File: src/rtl/alu_params_pkg.sv
// Shared ALU parameters: opcode encodings used by the ALU and its downstream stages.
package alu_params_pkg;

  localparam logic [3:0] ALU_ADD = 4'h0;
  localparam logic [3:0] ALU_SUB = 4'h1;
  localparam logic [3:0] ALU_AND = 4'h2;
  localparam logic [3:0] ALU_OR  = 4'h3;
  localparam logic [3:0] ALU_XOR = 4'h4;
  localparam logic [3:0] ALU_SHL = 4'h5;
  localparam logic [3:0] ALU_SHR = 4'h6;
  localparam logic [3:0] ALU_MUL = 4'h7;
  localparam logic [3:0] ALU_DIV = 4'h8;

endpackage

File: src/rtl/alu_wb_pkg.sv
// Types shared by the ALU writeback stage: FSM states, FIFO entry layout, wide-op test.
package alu_wb_pkg;
  import alu_params_pkg::*;

  localparam int WB_WORD_SIZE  = 16;
  localparam int WB_REG_ADDR_W = 4;

  typedef enum logic [1:0] {
    IDLE  = 2'd0,
    WR_LO = 2'd1,
    WR_HI = 2'd2
  } wb_state_e;

  typedef struct packed {
    logic [3:0]                  op;
    logic [WB_REG_ADDR_W-1:0]    rd;
    logic [2*WB_WORD_SIZE-1:0]   result;
  } wb_entry_t;

  // Only the multiplier produces a double-width result that needs two writes.
  function automatic logic is_wide_op(input logic [3:0] op);
    return op == ALU_MUL;
  endfunction

endpackage

File: src/rtl/alu_wb_fifo.sv
// Synchronous FIFO buffering ALU results ahead of the register-file write sequencer.
module alu_wb_fifo #(
  parameter int DEPTH = 2,
  parameter int WIDTH = 8
) (
  input  logic                     clk,
  input  logic                     rst,
  input  logic                     push,
  input  logic                     pop,
  input  logic [WIDTH-1:0]         din,
  output logic [WIDTH-1:0]         head,
  output logic [$clog2(DEPTH):0]   count,
  output logic                     full,
  output logic                     empty
);

  localparam int PW = $clog2(DEPTH);

  logic [WIDTH-1:0] mem_q [DEPTH];
  logic [PW-1:0]    rd_ptr_q, wr_ptr_q;
  logic [PW:0]      count_q;
  logic             push_ok, pop_ok;

  assign full    = (count_q == (PW+1)'(DEPTH));
  assign empty   = (count_q == '0);
  assign push_ok = push && !full;
  assign pop_ok  = pop && !empty;
  assign count   = count_q;
  assign head    = mem_q[rd_ptr_q];

  always_ff @(posedge clk) begin
    if (push_ok) mem_q[wr_ptr_q] <= din;
  end

  // Pointers wrap naturally because DEPTH is a power of two.
  always_ff @(posedge clk or negedge rst) begin
    if (!rst) begin
      rd_ptr_q <= '0;
      wr_ptr_q <= '0;
      count_q  <= '0;
    end else begin
      if (push_ok) wr_ptr_q <= wr_ptr_q + 1'b1;
      if (pop_ok)  rd_ptr_q <= rd_ptr_q + 1'b1;
      case ({push_ok, pop_ok})
        2'b10:   count_q <= count_q + 1'b1;
        2'b01:   count_q <= count_q - 1'b1;
        default: count_q <= count_q;
      endcase
    end
  end

endmodule

File: src/rtl/alu_result_wb.sv
// ALU writeback stage: queues tagged results and sequences them into the register-file port.
// Optional Z/N result flags are built when ALU_WB_FLAGS_EN is defined.
module alu_result_wb
  import alu_wb_pkg::*;
#(
  parameter int WORD_SIZE  = WB_WORD_SIZE,
  parameter int REG_ADDR_W = WB_REG_ADDR_W,
  parameter int DEPTH      = 2
) (
  input  logic                      clk,
  input  logic                      rst,
  input  logic                      in_valid,
  output logic                      in_ready,
  input  logic [3:0]                in_op,
  input  logic [REG_ADDR_W-1:0]     in_rd,
  input  logic [2*WORD_SIZE-1:0]    in_result,
  input  logic                      rf_stall,
  output logic                      rf_we,
  output logic [REG_ADDR_W-1:0]     rf_waddr,
  output logic [WORD_SIZE-1:0]      rf_wdata,
  output logic                      busy,
  output logic [$clog2(DEPTH):0]    count
`ifdef ALU_WB_FLAGS_EN
  ,
  output logic                      flag_z,
  output logic                      flag_n
`endif
);

  localparam int CW = $clog2(DEPTH) + 1;
  localparam int EW = $bits(wb_entry_t);

  wb_state_e       state_q;
  wb_entry_t       in_entry, head;
  logic [EW-1:0]   head_raw;
  logic [CW-1:0]   fifo_count;
  logic            push, pop, fifo_full, fifo_empty;
  logic            head_wide;

  assign in_entry  = '{op: in_op, rd: in_rd, result: in_result};
  assign head      = wb_entry_t'(head_raw);
  assign head_wide = is_wide_op(head.op);

  // Readiness is a pure function of occupancy so a full FIFO never accepts, even on a pop cycle.
  assign in_ready = (fifo_count < CW'(DEPTH));
  assign push     = in_valid && in_ready;
  assign pop      = !rf_stall && (((state_q == WR_LO) && !head_wide) || (state_q == WR_HI));
  assign count    = fifo_count;
  assign busy     = (fifo_count != '0) || (state_q != IDLE);

  alu_wb_fifo #(
    .DEPTH (DEPTH),
    .WIDTH (EW)
  ) u_fifo (
    .clk   (clk),
    .rst   (rst),
    .push  (push),
    .pop   (pop),
    .din   (in_entry),
    .head  (head_raw),
    .count (fifo_count),
    .full  (fifo_full),
    .empty (fifo_empty)
  );

  always_ff @(posedge clk or negedge rst) begin
    if (!rst) begin
      state_q <= IDLE;
    end else begin
      case (state_q)
        IDLE:    if (fifo_count != '0) state_q <= WR_LO;
        WR_LO: begin
          if (!rf_stall) begin
            if (head_wide)                  state_q <= WR_HI;
            else if (fifo_count > CW'(1))   state_q <= WR_LO;
            else                            state_q <= IDLE;
          end
        end
        WR_HI: begin
          if (!rf_stall) state_q <= (fifo_count > CW'(1)) ? WR_LO : IDLE;
        end
        default: state_q <= IDLE;
      endcase
    end
  end

  // High-word address wraps modulo the register file size.
  always_comb begin
    rf_waddr = '0;
    rf_wdata = '0;
    case (state_q)
      WR_LO: begin
        rf_waddr = head.rd;
        rf_wdata = head.result[WORD_SIZE-1:0];
      end
      WR_HI: begin
        rf_waddr = head.rd + 1'b1;
        rf_wdata = head.result[2*WORD_SIZE-1:WORD_SIZE];
      end
      default: ;
    endcase
  end

  assign rf_we = ((state_q == WR_LO) || (state_q == WR_HI)) && !rf_stall && (rf_waddr != '0);

`ifdef ALU_WB_FLAGS_EN
  always_ff @(posedge clk or negedge rst) begin
    if (!rst) begin
      flag_z <= 1'b0;
      flag_n <= 1'b0;
    end else if (pop) begin
      if (head_wide) begin
        flag_z <= (head.result == '0);
        flag_n <= head.result[2*WORD_SIZE-1];
      end else begin
        flag_z <= (head.result[WORD_SIZE-1:0] == '0);
        flag_n <= head.result[WORD_SIZE-1];
      end
    end
  end
`endif

endmodule

File: config.mk
export PLATFORM = sky130hd
export DESIGN_NAME = alu_result_wb
export DESIGN_NICKNAME = d
export VERILOG_FILES = /design/src/rtl/alu_params_pkg.sv /design/src/rtl/alu_wb_pkg.sv /design/src/rtl/alu_wb_fifo.sv /design/src/rtl/alu_result_wb.sv
export SDC_FILE = /design/constraint.sdc
export NUM_CORES = 1
export LEC_CHECK = 0
export CORE_MARGIN = 8
export CORE_UTILIZATION = 45
export CTS_BUF_LIST = sky130_fd_sc_hd__clkbuf_4
export CTS_CLUSTER_DIAMETER = 120
export DETAILED_ROUTE_END_ITERATION = 10
export PLACE_DENSITY = 0.71
export SYNTH_ARGS = -nofsm -noshare
export SYNTH_HDL_FRONTEND = slang
export SYNTH_SLANG_ARGS = --single-unit
File: constraint.sdc
create_clock -name clk -period 2.9 [get_ports clk]
set_input_delay 0.87 -clock clk [delete_from_list [all_inputs] [get_ports clk]]
set_output_delay 0.87 -clock clk [all_outputs]
set_load 0.05 [all_outputs]
Yosys cells after proc, flatten, opt, wreduce, memory -nomap -nowiden
Memories as Yosys holds them, arrays and structs flattened.
Index checks and enable logic that the tools add are counted.

storage, ports and cells
  memories = 1
  bits in writable memories = 80
  bits in registers = 6
  input port bits = 44

memory list
  memory        depth  width  read ports  clocked after Yosys merged registers in  wr ports  line               RTL
  u_fifo.mem_q  2      40     1           0                                        1         alu_wb_fifo.sv:19  logic [WIDTH-1:0] mem_q [DEPTH];

cells by class
  mux-type cells = 11
  reduce and logical (&&, ||, !) cells = 21
  equal/unequal tests = 9
  magnitude comparators = 2
  add/subtract/negate cells = 5

operator list
  cell                                                 count
  one-hot mux 16 bit (2 select lines)                  1
  2-to-1 mux 2 bit                                     4
  one-hot mux 4 bit (2 select lines)                   1
  logical AND 1 bit                                    7
  equality test 2 bit, second input constant           3
  != test 2 bit, second input constant                 3
  one-hot mux 2 bit (3 select lines)                   1
  nonzero test 2 bit                                   3
  adder 4 x 1 -> 4 bit, second input constant          1
  equality test 2 x 1 -> 1 bit, second input constant  2
  equality test 4 x 3 -> 1 bit, second input constant  1
  logical NOT 1 bit                                    4
  logical NOT 2 bit                                    2
  one-hot mux 2 bit (2 select lines)                   1
  nonzero test 4 bit                                   1
  logical OR 1 bit                                     3
  2-to-1 mux 1 bit                                     3
  AND reduction 3 bit                                  1
  adder 1 bit, second input constant                   2
  adder 2 x 1 -> 2 bit, second input constant          1
  > comparator 2 x 1 -> 1 bit, second input constant   1
  less-than comparator 2 bit, second input constant    1
  subtractor 2 x 1 -> 2 bit, second input constant     1

Depth between registers and ports, before layout
An unclocked memory read counts as a cell.

  depth after elaboration = 9
  gate-level depth with buffers = 8

Modules after synthesis
Synthesis repeated with hierarchy kept, for this count alone.

unflattened totals
  cell total of the unflattened synthesis = 218
  area, all modules = 3826.2 µm²

by module, submodules not included
  module         instances  area each (µm²)  cells an instance  sequential area each (µm²)
  alu_wb_fifo    1          3286.9           143                2502.4
  alu_result_wb  1          539.3            75                 50.0

Worst setup path before layout
OpenSTA, ideal clock, no wires.

  kind = reg-to-output
  start point = reg state_q[1]
  end point = out rf_we
  required time = 2.030 ns
  stages on the path, launching flop included = 7
  arrival time = 2.950 ns
  buffers on the path = 1
  path slack = -0.920 ns
  cell sequence = dfrtp_1 > inv_1 > ha_1 > buf_2 > clkinv_1 > o311ai_1 > o41a_1

between the ends
  word-level cells in the longest chain between the ends = 4
  elaborated cells on any way between the ends = 7

RTL lines
  element                                                                     line                  RTL
  start, declared                                                             alu_result_wb.sv:33   wb_state_e state_q;
  start signal, assigned                                                      alu_result_wb.sv:80   if (!rf_stall) state_q <= (fifo_count > CW'(1)) ? WR_LO : IDLE;
  equality test 2 bit / equality test 2 x 1 -> 1 bit (equally long branches)  alu_result_wb.sv:91   case (state_q)
  one-hot mux 4 bit (2 select lines) *                                        alu_result_wb.sv:91
  via rf_waddr[2]                                                             alu_result_wb.sv:19   output logic [REG_ADDR_W-1:0] rf_waddr,
  nonzero test 4 bit *                                                        alu_result_wb.sv:104  assign rf_we = ((state_q == WR_LO) || (state_q == WR_HI)) && !rf_stall && (rf_waddr != '0);
  logical AND 1 bit *                                                         alu_result_wb.sv:104
  end, declared                                                               alu_result_wb.sv:18   output logic rf_we,

Mark *: on every way through the listed nets, which the timed path passes. The rest lies on a longest branch.

Worst setup path in the final report
  start point = reg u_fifo.rd_ptr_q
  end point = out rf_we

between the ends
  word-level cells in the longest chain between the ends = 5

RTL lines
  element                               line                  RTL
  start, declared                       alu_wb_fifo.sv:20     logic [PW-1:0] rd_ptr_q, wr_ptr_q;
  start signal, assigned                alu_wb_fifo.sv:43     if (pop_ok) rd_ptr_q <= rd_ptr_q + 1'b1;
  memory (2 x 40 bit) *                 --
  adder 4 x 1 -> 4 bit                  alu_result_wb.sv:97   rf_waddr = head.rd + 1'b1;
  one-hot mux 4 bit (2 select lines) *  alu_result_wb.sv:91
  nonzero test 4 bit *                  alu_result_wb.sv:104
  logical AND 1 bit *                   alu_result_wb.sv:104

Every way passes the cells marked *; elsewhere a longest branch is shown, timed or not.

==> results.md <==
* Area of the die at 11100 um^2
* Final HPWL DP at 4.99 mm
* Placed Cells at 394
* TritonCTS clock tree: built
* CP Capture Type: output pin
* RSZ-0062 raised after global routing: yes
* TritonRoute pass-1 iters at 4
* Syn Inst Count at 225
* Std-Cell Core Area at 7770 um^2
* Worst-Skew Late Latency at approximately 0.41 ns
* Area share of fa/ha/maj cells after synthesis at 3.12%
* Routed vias/inst at 5.21
* Fmax at 315 MHz
* Number of enable flip-flop cells after synthesis at 80
* Iter 0 DRT Violations at 61
* LEAKAGE at 1.76 nW
* Post-synth cell types at 33
* Layout cells sized above 1 at 28.5%
* Layout area overhead at 38.0%
* Critical path required time at 2.03 ns
* Kind of critical path: reg -> out
* Worst VDD drop at 0.652 mV
* Avg WL per Cell at between 15 and 20 um
* Simple logic cell fraction of the synthesized area at approximately 5.4%
* Seq/Total Area, Yosys at 70.7%
* Diodes inserted at 0
* Complex-gate fraction of the synthesized area at 6.62%
* Chip width at 106 um
* H-tree levels at 3
* Vias in the first global route at between 2000 and 2500
* Tightest Pin Transition at 0.497 ns
* Fin cells at approximately 420
* Async SR Flop Fraction at between 6 and 7%
* NumNets Final at ~360
* Final Cycle Share at 110%
* First-pass GRT wire length at roughly 12 mm
* Post-route ant nets at 0
* Fin area at 4980 um^2
* Final Hold Violating Endpoints at 0
* Syn_area_per_cell at 16.0 um^2
* CP startpoint kind: flop
* Max Cap Violations at 0
* Total CTS buffers at 9
* Mux share of post-synthesis cell area at 10.7%
* Mapped Nets at 278
* Post-synthesis xor/xnor area fraction at 0.728%
* Clock-pin slew on the worst setup and hold paths at 0.13 ns
* Setup ws final at -0.276 ns
* Yosys top cell by area: edfxtp_1
* Clock Path Buffers at 2
* Status: finished with violations
* Top cell type's share of synthesized area at 66.6%
* CTS sink cnt at 86
* Critical Path Fanout Max at 4
* Synth Warn # at 0
* Hold Crit Class: reg -> reg
* RePlAce Congestion at about 0.79
* Largest net degree at the start of global routing at 33
* Slew Viols, Final at 0
* Slew Limit Headroom at 66.8%
* Num rows at 32
* Pre-CTS WS at 0.0895 ns
* Setup violators final at 3
* Failing checks: setup timing
* Initial Utilization at a little under half
* Total global-route track usage at between 10% and 20%
* Synth area leaders: edfxtp_1 (67%), mux2i_1 (9.4%), dfrtp_1 (4.2%)
* Post-route minimum period at roughly 3.2 ns
* Root Buffer: clkbuf_4
* Final Util at ~64%
* Clk_skew at 0.00984 ns
* DR DRC count at 0
* Total grt overflow at 0
* Main combinational cell family by area after synthesis: multiplexers
* Total number of vias at around 2200
* Post-synthesis register bit count at 86
* Cell Area, Synth at 3610 um^2
* Port bufs at 68
* Final wirelength at 7.41 mm
* DP Area at 4660 um^2
* I/O pin total at 69
* Fillers at 566
* Chip Height at 106 um
* Top_reg_cell synth: edfxtp_1
* Power density over the cells at 1060 nW/um^2
* Most common cell in the netlist: edfxtp_1
* Critical path arrival at 2.31 ns
* Antenna violations before repair at 0
* Synth top cells by count: edfxtp_1 (80), mux2i_1 (34), nor2_1 (21)
==> area by class of cell <==
| class | count | area [um^2] | share of cell area [%] |
|---|---|---|---|
| repair buffers | 86 | 1060 | 21.4 |
| inverters | 7 | 32.5 | 0.653 |
| flip-flops and latches | 86 | 2550 | 51.3 |
| multi-input cells | 121 | 1080 | 21.7 |
| well taps | 102 | 128 | 2.56 |
| clock inverters | 6 | 46.3 | 0.929 |
| clock buffers | 10 | 75.1 | 1.51 |
==> stage by stage <==
step | total power, mW | setup TNS [ns] | hold slack (ns)
floorplan | 3.36 | -0.392 | 0.479
global placement | 4.37 | 0 | 0.524
detailed placement | 4.40 | 0 | 0.534
CTS | 5.06 | -3.20 | 0.550
global route | 5.54 | -1.40 | 0.582
finish | 5.26 | -0.564 | 0.542
==> worst paths after layout <==
path | from | end | slack [ns] | cells past startpoint
max | u_fifo.rd_ptr_q$_DFFE_PN0N_ | rf_we | -0.28 | 6
min | u_fifo.count[0]$_DFFE_PN0P_ | u_fifo.count[0]$_DFFE_PN0P_ | 0.54 | 1
max reg2reg | u_fifo.rd_ptr_q$_DFFE_PN0N_ | u_fifo.count[1]$_DFFE_PN0P_ | 0.90 | 8
min reg2reg | u_fifo.count[0]$_DFFE_PN0P_ | u_fifo.count[0]$_DFFE_PN0P_ | 0.54 | 1
max in group asynchronous | rst | u_fifo.rd_ptr_q$_DFFE_PN0N_ | 1.95 | 1
min in group asynchronous | rst | u_fifo.count[0]$_DFFE_PN0P_ | 0.70 | 1
==> where the power goes <==
group	total (mW)	switching, mW	internal, mW
logic	2.90	1.60	1.29
registers	1.77	0.101	1.67
clock network	0.598	0.406	0.192
==> logic make-up after synthesis <==
kind of cell / count (synthesis)
AO/OA/AOI/OAI: 30
XOR/XNOR: 3
adder cells (fa/ha/maj): 9
buffers and inverters: 18
flip-flops: 86
multiplexers: 38
AND/OR/NAND/NOR: 41
==> layer usage <==
| metal | vias to the layer above | routed length, um | global-route usage, % |
|---|---|---|---|
| met2 | 52 | 3810 | 22.6 |
| met4 | 0 | 137 | 6.13 |
| met1 | 1071 | 3130 | 15.8 |
| li1 | 1044 | - | - |
| met5 | - | 0 | 0 |
| met3 | 11 | 332 | 3.47 |
==> state kept, by name (all words and copies together), names as in the netlist <==
register and flops:
u_fifo.rd_ptr_q 1, u_fifo.count 2, u_fifo.mem_q 80, state_q 2, u_fifo.wr_ptr_q 1
==> placed cells by master (no fill, tap or decap), types with 3 or more instances in the layout <==
master	n
mux2i_1	34
o22a_1	16
nor2_4	5
nand2_1	7
dfrtp_1	5
clkinvlp_4	4
clkdlybuf4s50_1	46
nand4_1	3
xnor2_1	3
nor2_2	13
nor2_1	3
clkbuf_4	10
edfxtp_1	80
inv_1	3
buf_4	15
o21ai_0	3
nand4b_1	3
ha_1	6
buf_12	24
==> worst max-delay path, stage by stage, from the launching register on <==
cell,delay (ns)
dfrtp_2,0.46
mux2_4,0.34
ha_4,0.17
or4_4,0.47
o311ai_2,0.10
o41a_1,0.21
buf_12,0.15
==> timing repair <==
item                       4_1_cts  5_1_grt
setup endpoints to repair       19       20
pin swaps                        1        5
hold buffers                     0        0
gates resized for setup         11       31
setup buffers                    2        6
Note: power is estimated with default switching activity, not from simulation.
